**src/rtl/wb_req_bridge_pkg.sv**
```systemverilog
// Shared types and constants for the Wishbone-to-request bridge.
// Holds the FSM state encoding, the timeout fill pattern and the address shift.
// Imported by wb_req_bridge; contains no logic of its own.
package wb_req_pkg;

    // ST_ERR is only reachable when the read timeout is compiled in.
    typedef enum logic [2:0] {
        ST_IDLE  = 3'd0,
        ST_REQ   = 3'd1,
        ST_WDATA = 3'd2,
        ST_RWAIT = 3'd3,
        ST_ACK   = 3'd4,
        ST_ERR   = 3'd5
    } wb_req_state_t;

    // Returned on dat_o when a read gives up waiting for its data beat.
    localparam logic [31:0] WB_REQ_TIMEOUT_DATA = 32'hDEADBEEF;

    // Wishbone carries word addresses; the request side wants byte addresses.
    localparam int WB_REQ_ADDR_LSB = 2;

    function automatic logic [31:0] wb_req_byte_addr(input logic [29:0] word_adr);
        return {word_adr, {WB_REQ_ADDR_LSB{1'b0}}};
    endfunction

endpackage : wb_req_pkg

```
**src/rtl/wb_req_bridge.sv**
```systemverilog
// Wishbone classic slave turning each single-beat cycle into one req/write/read transaction.
// Latency: write ack 3 cycles after stb with req_ready high; read ack 1 cycle after read_valid.
// Backpressure: req_ready stalls hold REQ with fields stable; write beats are always accepted.
//
// Ports:
//   clk_i, rst_i                 clock, asynchronous active-low reset
//   cyc_i/stb_i/we_i/sel_i/adr_i/dat_i, ack_o/dat_o[/err_o]   Wishbone slave side
//   req_valid/req_ready/req_len/req_mask/req_addr/req_we/req_wrap  request channel
//   write_valid/write_data       posted write beat
//   read_valid/read_ack/read_data  read beat
//
// Build option: define WB_REQ_TIMEOUT_EN to add the read timeout, the ERR state and err_o.
module wb_req_bridge
    import wb_req_pkg::*;
#(
    parameter int unsigned LW      = 3,
    parameter int unsigned TIMEOUT = 1024
) (
    input  logic          clk_i,
    input  logic          rst_i,
    // Wishbone slave
    input  logic          cyc_i,
    input  logic          stb_i,
    input  logic          we_i,
    input  logic [3:0]    sel_i,
    input  logic [29:0]   adr_i,
    input  logic [31:0]   dat_i,
    output logic          ack_o,
    output logic [31:0]   dat_o,
`ifdef WB_REQ_TIMEOUT_EN
    output logic          err_o,
`endif
    // Request channel
    output logic          req_valid,
    input  logic          req_ready,
    output logic [LW-1:0] req_len,
    output logic [3:0]    req_mask,
    output logic [31:0]   req_addr,
    output logic          req_we,
    output logic          req_wrap,
    // Write beat
    output logic          write_valid,
    output logic [31:0]   write_data,
    // Read beat
    input  logic          read_valid,
    output logic          read_ack,
    input  logic [31:0]   read_data
);

    if (TIMEOUT < 2) begin : g_bad_timeout
        $error("wb_req_bridge: TIMEOUT must be at least 2");
    end

    wb_req_state_t state_q, state_d;

    logic [31:0] req_addr_q, req_addr_d;
    logic [3:0]  req_mask_q, req_mask_d;
    logic        req_we_q, req_we_d;
    logic [31:0] write_data_q, write_data_d;
    logic [31:0] dat_o_q, dat_o_d;
    // Set when the master drops cyc_i mid-transaction; suppresses ack/err.
    logic        aborted_q, aborted_d;

    logic        stale;       // a timed-out read beat may still arrive
    logic        rd_timeout;  // RWAIT has waited its full budget this cycle
    logic        wb_start;
    logic        in_flight;

    assign wb_start  = (state_q == ST_IDLE) && cyc_i && stb_i && !stale;
    assign in_flight = (state_q == ST_REQ) || (state_q == ST_WDATA) || (state_q == ST_RWAIT);

`ifdef WB_REQ_TIMEOUT_EN
    // Counts RWAIT cycles without a data beat; hits at TIMEOUT-1 so that
    // RWAIT lasts exactly TIMEOUT cycles before ERR.
    localparam int unsigned CNT_W = (TIMEOUT > 2) ? $clog2(TIMEOUT) : 1;

    logic [CNT_W-1:0] cnt_q, cnt_d;
    logic             stale_q, stale_d;

    assign rd_timeout = (state_q == ST_RWAIT) && (cnt_q == CNT_W'(TIMEOUT - 1));
    assign stale      = stale_q;

    always_comb begin
        cnt_d   = '0;
        stale_d = stale_q;
        if ((state_q == ST_RWAIT) && !read_valid) begin
            cnt_d = cnt_q + 1'b1;
        end
        // The abandoned beat is swallowed by the first read_valid after ERR.
        if (state_q == ST_ERR) begin
            stale_d = 1'b1;
        end else if (stale_q && read_valid) begin
            stale_d = 1'b0;
        end
    end

    always_ff @(posedge clk_i or negedge rst_i) begin
        if (!rst_i) begin
            cnt_q   <= '0;
            stale_q <= 1'b0;
        end else begin
            cnt_q   <= cnt_d;
            stale_q <= stale_d;
        end
    end
`else
    assign rd_timeout = 1'b0;
    assign stale      = 1'b0;
`endif

    // ------------------------------------------------------------------
    // FSM: state register
    // ------------------------------------------------------------------
    always_ff @(posedge clk_i or negedge rst_i) begin
        if (!rst_i) begin
            state_q <= ST_IDLE;
        end else begin
            state_q <= state_d;
        end
    end

    // ------------------------------------------------------------------
    // FSM: next state
    // ------------------------------------------------------------------
    always_comb begin
        state_d = state_q;
        case (state_q)
            ST_IDLE: begin
                // An all-zero byte select touches nothing: acknowledge locally.
                if (wb_start) begin
                    state_d = (sel_i == 4'h0) ? ST_ACK : ST_REQ;
                end
            end
            ST_REQ: begin
                if (req_ready) begin
                    state_d = req_we_q ? ST_WDATA : ST_RWAIT;
                end
            end
            ST_WDATA: state_d = ST_ACK;
            ST_RWAIT: begin
                if (read_valid) begin
                    state_d = ST_ACK;
                end else if (rd_timeout) begin
                    state_d = ST_ERR;
                end
            end
            ST_ACK:  state_d = ST_IDLE;
            default: state_d = ST_IDLE;
        endcase
    end

    // ------------------------------------------------------------------
    // FSM: outputs (Moore, except read_ack which follows read_valid)
    // ------------------------------------------------------------------
    always_comb begin
        req_valid   = (state_q == ST_REQ);
        write_valid = (state_q == ST_WDATA);
        ack_o       = (state_q == ST_ACK) && !aborted_q;
        read_ack    = read_valid && ((state_q == ST_RWAIT) || stale);
`ifdef WB_REQ_TIMEOUT_EN
        err_o       = (state_q == ST_ERR) && !aborted_q;
`endif
    end

    // ------------------------------------------------------------------
    // Captured request fields and read data
    // ------------------------------------------------------------------
    always_comb begin
        req_addr_d   = req_addr_q;
        req_mask_d   = req_mask_q;
        req_we_d     = req_we_q;
        write_data_d = write_data_q;
        dat_o_d      = dat_o_q;
        aborted_d    = aborted_q;

        if (wb_start) begin
            req_addr_d   = wb_req_byte_addr(adr_i);
            req_mask_d   = sel_i;
            req_we_d     = we_i;
            write_data_d = dat_i;
            aborted_d    = 1'b0;
        end

        // The request side still runs to completion; only the Wishbone
        // response is dropped.
        if (in_flight && !cyc_i) begin
            aborted_d = 1'b1;
        end

        if (state_q == ST_RWAIT) begin
            if (read_valid) begin
                dat_o_d = read_data;
            end else if (rd_timeout) begin
                dat_o_d = WB_REQ_TIMEOUT_DATA;
            end
        end
    end

    always_ff @(posedge clk_i or negedge rst_i) begin
        if (!rst_i) begin
            req_addr_q   <= '0;
            req_mask_q   <= '0;
            req_we_q     <= 1'b0;
            write_data_q <= '0;
            dat_o_q      <= '0;
            aborted_q    <= 1'b0;
        end else begin
            req_addr_q   <= req_addr_d;
            req_mask_q   <= req_mask_d;
            req_we_q     <= req_we_d;
            write_data_q <= write_data_d;
            dat_o_q      <= dat_o_d;
            aborted_q    <= aborted_d;
        end
    end

    assign req_addr   = req_addr_q;
    assign req_mask   = req_mask_q;
    assign req_we     = req_we_q;
    assign req_len    = '0;
    assign req_wrap   = 1'b0;
    assign write_data = write_data_q;
    assign dat_o      = dat_o_q;

endmodule : wb_req_bridge

```
**config.mk**
```make
export PLATFORM = sky130hd
export DESIGN_NAME = wb_req_bridge
export DESIGN_NICKNAME = d
export VERILOG_FILES = /design/src/rtl/wb_req_bridge_pkg.sv /design/src/rtl/wb_req_bridge.sv
export SDC_FILE = /design/constraint.sdc
export NUM_CORES = 1
export LEC_CHECK = 0
export BUFFER_PORTS_ARGS = -buffer_cell sky130_fd_sc_hd__buf_2
export CAP_MARGIN = 20
export CORE_MARGIN = 2
export CORE_UTILIZATION = 25
export CTS_CLUSTER_DIAMETER = 120
export CTS_CLUSTER_SIZE = 16
export DETAILED_ROUTE_END_ITERATION = 16
export GPL_TIMING_DRIVEN = 0
export PLACE_DENSITY = 0.48
export RECOVER_POWER = 100
export SLEW_MARGIN = 20
export SYNTH_ARGS = -nofsm -noshare
export SYNTH_HDL_FRONTEND = slang
export SYNTH_SLANG_ARGS = --single-unit
export TNS_END_PERCENT = 30
```
**constraint.sdc**
```tcl
create_clock -name clk_i -period 3 [get_ports clk_i]
set_clock_uncertainty 0.05 [all_clocks]
set_input_delay 0.15 -clock clk_i [delete_from_list [all_inputs] [get_ports clk_i]]
set_output_delay 0.15 -clock clk_i [all_outputs]
set_load 0.05 [all_outputs]
```
==> results of run 1 <==
power by group through the flow:
stage                     Clock [mW]  Combinational (mW)  Sequential, mW
after global routing            1.30                4.33            2.51
after floorplan                    0               0.924            4.80
after CTS                       1.23                4.44            2.40
final                           1.18                4.14            2.42
after detailed placement           0                4.35            2.42
after global placement             0                4.30            2.40
cell type report:
type	instances	area (sq um)
fill	1572	9270
sequential	103	2580
timing repair buffer	306	1920
multi-input combinational	127	1260
tap	216	270
clock buffer	11	243
buffer	18	105
clock inverter	5	57.6
inverter	2	7.51
worst max path at each step:
stage	startpoint	endpoint	slack, ns	depth (start not counted)
final	state_q[1]$_DFFE_PN0P_	write_data[10]$_DFFE_PN0P_	0.57	6
after global routing	state_q[1]$_DFFE_PN0P_	write_data[6]$_DFFE_PN0P_	0.42	6
after CTS	state_q[2]$_DFFE_PN0P_	read_ack	0.80	4
after detailed placement	state_q[1]$_DFFE_PN0P_	write_data[8]$_DFFE_PN0P_	1.05	6
after global placement	rst_i	write_data[21]$_DFFE_PN0P_	0.56	1
after floorplan	state_q[1]$_DFFE_PN0P_	ack_o	0.65	2
registers in the layout, indices dropped and copies added (netlist names):
signal	count
aborted_q	1
dat_o	32
req_addr	30
req_mask	4
req_we	1
state_q	3
write_data	32
stage by stage:
| stage | setup WS [ns] | area (sq um) | std cells | hold slack, ns |
|---|---|---|---|---|
| after global placement | 0.560 | 5320 | 673 | 0.332 |
| after CTS | 0.796 | 6630 | 788 | 0.000222 |
| after floorplan | 0.647 | 4010 | 250 | -0.196 |
| final | 0.568 | 6440 | 788 | 0.0211 |
| after detailed placement | 1.05 | 5350 | 674 | 0.0813 |
| after global routing | 0.419 | 6440 | 788 | 0.0270 |
per-layer routing:
metal	GRT usage [%]	vias to the layer above	wire, um
met1	14.6	1539	4460
met3	3.36	14	710
met4	5.57	0	187
met2	20.2	120	5080
li1	-	1479	-
met5	0	-	0
kinds of logic (layout without fill, tap and decap cells):
| kind of cell | count (synthesis) | after routing | synth area share, % |
|---|---|---|---|
| AND/OR/NAND/NOR | 15 | 15 | 2.20 |
| flip-flops | 103 | 103 | 64.6 |
| AO/OA/AOI/OAI | 6 | 6 | 0.815 |
| buffers and inverters | 20 | 342 | 3.36 |
| multiplexers | 100 | 100 | 28.9 |
| other | 1 | 6 | 0.0940 |
cell usage after synthesis:
cell	n
a21oi_1	3
buf_2	5
buf_4	6
buf_6	4
clkbuf_1	3
conb_1	1
dfrtp_1	103
inv_1	2
mux2_2	91
mux2_4	8
mux2i_1	1
nand2_1	1
nand2b_1	2
nand4b_1	1
nor2_1	6
nor2b_1	1
nor4_1	1
nor4b_1	1
o21ai_0	1
o22ai_1	2
or4_1	1
or4_4	1
tightest hold or removal path, cell delays in order:
cell and delay [ns]:
buf_2 0.09, mux2i_1 0.06, nor2_1 0.07
==> impl_results.md, run 1 <==
* Status: finished clean
* First-pass GRT wire length at about 16000 um
* Vias after detailed routing at around 3200
* Number of nets in the finished design at roughly 670
* # IOs at ~210
* Initial antenna violation count at 0
* Clock Pin Slew Worst Setup and Hold Paths at ~0.07 ns
* Max incr delay on CP at around 0.65 ns
* Least-Margin Pin Slew at around 1.3 ns
* Worst R2R Start: state_q[1]$_DFFE_PN0P_
* Port Buffers at just over 200
* Routed WL per cell at 13.2 um
* Setup bufs post-CTS at 0
* R2R setup slack at roughly 0.57 ns
* CTS root buffer: clkbuf_16
* Vias per std cell at 4.00
* Netlist cell types at 22
* First-pass DRT Iterations at 4
* Diode count at 0
* Seq pwr share at a little under a third
* Final Setup Violations at 0
* Overall global routing resource usage at 12.1%
* Critical path capture point type: register
* Clock power share at between 10% and 20%
* WS Path Type: register to register
* Final setup TNS at 0 ns
* Top cell type's share of synthesized area at 64.6%
* Die area at 17000 sq um
* GP Congestion at between 0.6 and 0.7
* DRC at 0
* Latest clock arrival within the worst-skew pair at between 0.3 and 0.4 ns
* # rows at 46
* CTS Hold Bufs at about 100
* Relative slew slack at roughly 12%
* Int Power at 3.74 mW
* Power Total at around 7.7 mW
* Synth top area cells: dfrtp_1 (65%), mux2_2 (26%), mux2_4 (3.0%)
* P&R area growth vs syn at 61.4%
* Vias in the first global route at 3286
* Tmin final at ~2.4 ns
* Yosys warnings at 0
* Share of cells above drive strength 1 at just under 40%
* RSZ-0062 raised after global routing: no
* IR drop worst, VDD at 580 uV
* Worst setup SP type: register
* Gr ovfl total at 0
* Arr. time, crit path at between 2 and 3 ns
* Resized cells post-CTS at 0
* Antenna-violating nets left at 0
* HP Start: req_ready
* Syn Inst Count at approximately 250
* Initial DRC Count at 43
* Hold Violations, Final at 0
* Post-synthesis sequential area ratio at between 60% and 70%
* Sum of buffers and inverters on the critical path at 4
* FMAX at just over 0.4 GHz
* Fin crit share at roughly 80%
* Core area at around 16000 sq um
* Syn Area/Cell at 16.3 sq um
* Total clock sinks at about 100
* Register-to-Register Path Depth at 6
* Mapped cell area at between 3000 and 4000 sq um
* Crit-path max FO at 10
* Max Cap Viol at 0
* Comb pwr share at 53.5%
* Delay-heaviest family, CP: buffers and inverters
* Worst hold path cell count at 3
* Fin util at slightly above 40%
* Largest net degree at the start of global routing at 55
* Slowest CP cell: or4_2
* # H-tree levels at 3
* CTS tree: built
* Die Span Y at between 100 and 150 um
* Sw frac at 51.7%
* Routed WL at 10400 um
* Cts bufs inserted at 9
* Synth Register Bits at just over 100
* Leading area contributor after synthesis: dfrtp_1
* Starting Density at between 20% and 30%
* Worst flop-to-flop path endpoint: write_data[10]$_DFFE_PN0P_
* Leak at slightly below 3 nW
* P_sw at about 4.0 mW
* Dpl hpwl at a little over 7000 um
* Most frequent cells in the layout: clkbuf_1 (114), dfrtp_1 (103), buf_2 (103)
* Die Wd at ~130 um
* Hold path endpoint: state_q[1]$_DFFE_PN0P_
* Slew Viols, Final at 0
* Power Density at 1200 nW/um^2
* Worst Path Required at 3.17 ns
* Ordered list of cells on the worst path: buf_6 > or4_2 > clkbuf_1 > buf_6 > clkbuf_1 > mux2_1
* Most common cell after layout, fill and taps aside: clkbuf_1
* Max clock buf depth at 2
* Min-delay worst type: input port to register
Note: power is estimated with default switching activity, not from simulation.
==> run 2: changes to the inputs <==
- ABC_AREA: not set -> 1
- PLACE_DENSITY: 0.48 -> 0.49
- clock period: 3 -> 2.15 ns (I/O delays scaled with it)
==> run 2 against run 1 <==
Net effect:
- hold slack lost 0.0064 ns
- non-clock buffer count grew 11
- synthesized area grew 2.5%
- final area grew 2.9%
- cell count grew 29%
- setup slack lost 0.32 ns
- sequential power grew 37%
- flip-flop and latch count is the same
- critical path type unchanged
- critical endpoint is now req_addr[8]$_DFFE_PN0P_
==> impl_results.md, run 2 <==
* # fillers at 1641 (+4.4%)
* Initial DRC Count at 144 (+230%)
* Yosys warnings at 0 (unchanged)
* Hold Violations, Final at 0 (unchanged)
* Critical path capture point type: register
* Vias in the first global route at 4149 (+26%)
* Cell Count, Final, Fillers Out at 1016 (+29%)
* DRC at 0 (unchanged)
* Status: finished clean
* Die Span Y at 132 um (+1.2%)
* Vias per std cell at 4.05 (+1.2%)
* Routed WL at 12300 um (+18%)
* Crit path top cell by count: nand2_1
* Delay-heaviest family, CP: buffers and inverters
* Cts bufs inserted at 9 (unchanged)
* Dpl hpwl at 8480 um (+18%)
* WS Path Type: register to register
* Latest clock arrival within the worst-skew pair at 0.34 ns (about the same)
* Design area at 6630 sq um (+2.9%)
* WHS at 0.0148 ns (-0.00637 ns)
* Sum of buffers and inverters on the critical path at 2 (-2)
* Die Wd at 132 um (+1.2%)
* Gr ovfl total at 0 (unchanged)
* Top cell type's share of synthesized area at 63.0% (-1.6 points)
* Reg area at 2580 sq um (unchanged)
* Leak at 3.50 nW (+20%)
* Least-Margin Pin Slew at 0.823 ns (-0.493 ns)
* Post-synth top cells: nand2_1 (306), dfrtp_1 (103), buf_2 (10), inv_1 (10), buf_6 (9)
* Worst hold path cell count at 4 (+1)
* Routed WL per cell at 12.1 um (-8.5%)
* Netlist cell types at 17 (-23%)
* Total clock sinks at 103 (unchanged)
* HP Start: read_valid
* Pre-CTS setup slack at 0.572 ns (-0.475 ns)
* Clock Pin Slew Worst Setup and Hold Paths at 0.07 ns (about the same)
* Syn Inst Count at 470 (+92%)
* Fin util at 41.6% (+0.57 points)
* Slowest CP cell: clkbuf_1
* Most common cell after layout, fill and taps aside: nand2_1
* Register-to-Register Path Depth at 7 (+1)
* CTS root buffer: clkbuf_16
* Min-delay worst type: input port to register
* Slew Viols, Final at 0 (unchanged)
* P&R area growth vs syn at 62.0%
* Area of the multi-input gates at 1280 sq um (+1.3%)
* Most frequent cells in the layout: nand2_1 (307), buf_2 (111), clkbuf_1 (108)
* First-pass GRT wire length at 19900 um (+25%)
* Synth top area cells: dfrtp_1 (63%), nand2_1 (28%), buf_6 (2.5%)
* Overall global routing resource usage at 14.0% (+1.9 points)
* Most common cell in the netlist: nand2_1
* Max clock buf depth at 2 (unchanged)
* Post-synthesis sequential area ratio at 63.0% (-1.6 points)
* Placed Area at 5450 sq um (+1.9%)
* Power Density at 1600 nW/um^2 (+33%)
* Resized cells post-CTS at 0 (unchanged)
* Synth Register Bits at 103 (unchanged)
* Share of cells above drive strength 1 at 18.1% (-20 points)
* Starting Density at 25.7% (+0.27 points)
* Post-synth ARST share at 100% (unchanged)
* Ordered list of cells on the worst path: nor2_2 > nand2_1 > nor2_4 > clkbuf_1 > buf_6 > nand2_1 > nand2_1
* Vias after detailed routing at 4113 (+30%)
* Prevailing post-synth register cell: dfrtp_1
* Max Cap Viol at 0 (unchanged)
* Tmin final at 1.90 ns (-0.528 ns)
* Max incr delay on CP at 0.53 ns (-0.12 ns)
* Number of nets in the finished design at 900 (+34%)
* # rows at 46 (unchanged)
* Relative slew slack at 45.1% (+33 points)
* Initial antenna violation count at 0 (unchanged)
* First-pass DRT Iterations at 4 (unchanged)
* Crit-path max FO at 10 (unchanged)
* Worst Path Required at 2.38 ns (-0.79 ns)
* Diode count at 0 (unchanged)
* # IOs at 214 (unchanged)
* Fin crit share at 88.5% (+7.5 points)
* Core area at 15900 sq um (+1.5%)
* IR drop worst, VDD at 688 uV (+19%)
* Syn Area/Cell at 8.71 sq um (-47%)
* FMAX at 0.525 GHz (+28%)
* Setup bufs post-CTS at 0 (unchanged)
* Largest net degree at the start of global routing at 72 (+31%)
* R2R setup slack at 0.25 ns (-0.32 ns)
* Die area at 17400 sq um (+2.5%)
* Worst setup SP type: register
* Worst R2R Start: state_q[0]$_DFFE_PN0P_
* Mapped cell area at 4090 sq um (+2.5%)
* Arr. time, crit path at 2.13 ns (-0.47 ns)
* Post-placement cell count at 899 (+33%)
* # H-tree levels at 3 (unchanged)
* CTS tree: built
* Port Buffers at 207 (unchanged)
* Worst Slack Setup Final at 0.246 ns (-0.322 ns)
* Post-synth EDFFs at 0 (unchanged)
* Leading area contributor after synthesis: dfrtp_1
* Hold path endpoint: state_q[1]$_DFFE_PN0P_
* GP Congestion at 0.779 (+15%)
* Antenna-violating nets left at 0 (unchanged)
* Final Setup Violations at 0 (unchanged)
* Worst flop-to-flop path endpoint: req_addr[8]$_DFFE_PN0P_
* RSZ-0062 raised after global routing: no
* Power Total at 10.6 mW (+37%)
* CTS Hold Bufs at 101 (+3.1%)
* Final setup TNS at 0 ns (unchanged)
[run 2: changes by cell type after synthesis, sizes merged, moves of 4 or more]
cell | before | now
nand2 | 1 | 307
mux2 | 99 | 0
buf | 15 | 26
inv | 2 | 12
nand3 | 0 | 4
nor2 | 6 | 10
[run 2: cell type report]
class                           instances  share of cell area, %
Buffer                                 26                   2.64
Tap cell                              216                   4.08
Timing Repair Buffer                  309                   29.1
Multi-Input combinational cell        334                   19.3
Sequential cell                       103                   38.9
Clock inverter                          6                   1.62
Inverter                               12                  0.680
Clock buffer                           10                   3.61
[run 2: power breakdown]
group	internal (mW)	switching (mW)
Sequential	2.82	0.499
Combinational	1.03	4.40
Clock	1.17	0.714
Total	5.02	5.61
[run 2: metal layers]
| metal | routed length (um) | global-route usage [%] | vias up |
|---|---|---|---|
| li1 | - | - | 2047 |
| met1 | 5320 | 16.7 | 1923 |
| met2 | 6130 | 24.5 | 125 |
| met3 | 596 | 2.77 | 18 |
| met4 | 265 | 5.92 | 0 |
| met5 | 0 | 0 | - |
[run 2: worst max path at each step]
stage                     slack (ns)                    from                  endpoint  depth (start not counted)
after floorplan                 0.40  state_q[1]$_DFFE_PN0P_                     ack_o                          3
after global placement         -0.27                   rst_i  req_addr[13]$_DFFE_PN0P_                          1
after detailed placement        0.57  state_q[0]$_DFFE_PN0P_                  read_ack                          6
after CTS                       0.19  state_q[0]$_DFFE_PN0P_                  read_ack                          6
after global routing            0.03  state_q[0]$_DFFE_PN0P_   req_addr[8]$_DFFE_PN0P_                          7
final                           0.25  state_q[0]$_DFFE_PN0P_   req_addr[8]$_DFFE_PN0P_                          7
[run 2: cell families after synthesis]
group | count (synthesis) | synth area share [%]
AND/OR/NAND/NOR | 324 | 30.3
flip-flops | 103 | 63.0
buffers and inverters | 38 | 6.09
AO/OA/AOI/OAI | 4 | 0.550
other | 1 | 0.0917
[run 2: worst register-to-register path, delay by kind of cell (launching register included)]
kind	cells	cell delay (ns)
flip-flops	1	0.45
buffers and inverters	2	0.77
AND/OR/NAND/NOR	5	0.59
==> run 3: changes to the inputs <==
- HOLD_SLACK_MARGIN: not set -> 0.03
==> run 3 against run 2 <==
Net effect:
- final area increased by 0.15%
- cell count hardly changed
- wire length stayed put
- fmax fell by 0.10%
- core utilization grew 0.063 points
- clock power about the same
- sequential power is essentially flat
- non-clock buffer count grew 1
- critical path type unchanged
- largest cell class unchanged
==> impl_results.md, run 3 (same netlist as run 2, synthesis figures left out) <==
* Clock power share at 17.7% (about the same)
* Area of the multi-input gates at 1280 sq um (unchanged)
* Post-placement cell count at 899 (unchanged)
* Comb pwr share at 51.1% (about the same)
* P&R area growth vs syn at 62.2%
* Gr ovfl total at 0 (unchanged)
* Cts bufs inserted at 9 (unchanged)
* Leak at 3.51 nW (+0.12%)
* GP Congestion at 0.779 (unchanged)
* Final Setup Violations at 0 (unchanged)
* Most common cell after layout, fill and taps aside: nand2_1
* First-pass GRT wire length at 19900 um (+0.18%)
* Power Density at 1600 nW/um^2 (-0.16%)
* Port Buffers at 207 (unchanged)
* FMAX at 0.525 GHz (-0.10%)
* Reg area at 2580 sq um (unchanged)
* Core area at 15900 sq um (unchanged)
* Initial DRC Count at 140 (-2.8%)
* Diode count at 0 (unchanged)
* # IOs at 214 (unchanged)
* Largest net degree at the start of global routing at 72 (unchanged)
* Fin crit share at 88.6% (+0.092 points)
* Max clock buf depth at 2 (unchanged)
* Clock Pin Slew Worst Setup and Hold Paths at 0.07 ns (about the same)
* Design area at 6640 sq um (+0.15%)
* Die Wd at 132 um (unchanged)
* P_sw at 5.61 mW (about the same)
* IR drop worst, VDD at 688 uV (about the same)
* Overall global routing resource usage at 14.0% (+0.016 points)
* Vias in the first global route at 4155 (+0.14%)
* Vias after detailed routing at 4113 (unchanged)
* Worst Slack Setup Final at 0.244 ns (-0.00198 ns)
* Worst setup SP type: register
* Die Span Y at 132 um (unchanged)
* Starting Density at 25.7% (unchanged)
* Arr. time, crit path at 2.13 ns (about the same)
* Routed WL per cell at 12.1 um (about the same)
* Status: finished clean
* WS Path Type: register to register
* CTS tree: built
* Placed Area at 5450 sq um (unchanged)
* Sw frac at 52.8% (about the same)
* Worst Path Required at 2.38 ns (about the same)
* # H-tree levels at 3 (unchanged)
* # fillers at 1637 (-0.24%)
* Number of nets in the finished design at 901 (+0.11%)
* Least-Margin Pin Slew at 0.822 ns (-0.00139 ns)
* Pre-CTS setup slack at 0.572 ns (unchanged)
* Vias per std cell at 4.04 (about the same)
* # rows at 46 (unchanged)
* First-pass DRT Iterations at 4 (unchanged)
* Cell Count, Final, Fillers Out at 1017 (+0.098%)
* Seq pwr share at 31.2% (about the same)
* Final setup TNS at 0 ns (unchanged)
* WHS at 0.103 ns (+0.0879 ns)
* Relative slew slack at 45.2% (+0.093 points)
* Crit-path max FO at 10 (unchanged)
* Int Power at 5.02 mW (about the same)
* Routed WL at 12300 um (unchanged)
* Dpl hpwl at 8480 um (unchanged)
* Initial antenna violation count at 0 (unchanged)
* Hold Violations, Final at 0 (unchanged)
* RSZ-0062 raised after global routing: no
* DRC at 0 (unchanged)
* Total clock sinks at 103 (unchanged)
* CTS root buffer: clkbuf_16
* Setup bufs post-CTS at 0 (unchanged)
* Latest clock arrival within the worst-skew pair at 0.34 ns (about the same)
* Max Cap Viol at 0 (unchanged)
* Critical path capture point type: register
* Tmin final at 1.91 ns (+0.00198 ns)
* Slew Viols, Final at 0 (unchanged)
* Most frequent cells in the layout: nand2_1 (307), buf_2 (111), clkbuf_1 (108)
* Share of cells above drive strength 1 at 18.1% (-0.023 points)
* Die area at 17400 sq um (unchanged)
* Min-delay worst type: input port to register
* Antenna-violating nets left at 0 (unchanged)
-- run 3: critical path, stage by stage, from the launching register on --
cell and delay [ns]:
dfrtp_1 0.45, nor2_2 0.16, nand2_1 0.14, nor2_4 0.15, clkbuf_1 0.53, buf_6 0.23, nand2_1 0.07, nand2_1 0.07
-- run 3: worst paths after layout --
path	from	to	slack [ns]	cells after the start
worst max register to register	state_q[0]$_DFFE_PN0P_	req_addr[8]$_DFFE_PN0P_	0.24	7
worst min register to register	write_data[14]$_DFFE_PN0P_	write_data[14]$_DFFE_PN0P_	0.42	2
max in group asynchronous	rst_i	req_addr[26]$_DFFE_PN0P_	0.60	3
worst min-delay path	req_ready	state_q[1]$_DFFE_PN0P_	0.10	5
worst max-delay path	state_q[0]$_DFFE_PN0P_	req_addr[8]$_DFFE_PN0P_	0.24	7
min in group asynchronous	rst_i	dat_o[25]$_DFFE_PN0P_	0.34	2
-- run 3: per-stage QoR --
stage	power (mW)	util, %
floorplan	7.48	-
global placement	8.85	34.0
detailed placement	8.92	34.2
CTS	11.0	42.8
global route	11.2	41.6
finish	10.6	41.6
-- run 3: routing by layer --
layer	vias up	track usage [%]	share of wire (%)
li1	2047	-	-
met1	1922	16.8	43
met2	125	24.5	50
met3	19	2.77	4.8
met4	0	5.92	2.3
met5	-	0	0
-- run 3: power groups by stage --
stage               sequential [mW]  clock (mW)  combinational, mW
floorplan                      6.26           0               1.21
global placement               3.28           0               5.58
detailed placement             3.29           0               5.62
CTS                            3.28        1.96               5.77
global route                   3.42        2.04               5.79
finish                         3.32        1.88               5.43
-- run 3: area by class of cell --
class                   instances  area share [%]
clock buffers                  10            3.60
inverters                      12           0.679
flip-flops and latches        103            38.8
well taps                     216            4.07
repair buffers                310            29.2
clock inverters                 6            1.62
multi-input cells             334            19.3
plain buffers                  26            2.64
-- run 3: repair_timing --
action | in CTS | in global routing
resized for setup | 0 | 0
endpoints found under the hold margin | 204 | 0
hold buffers | 102 | 0
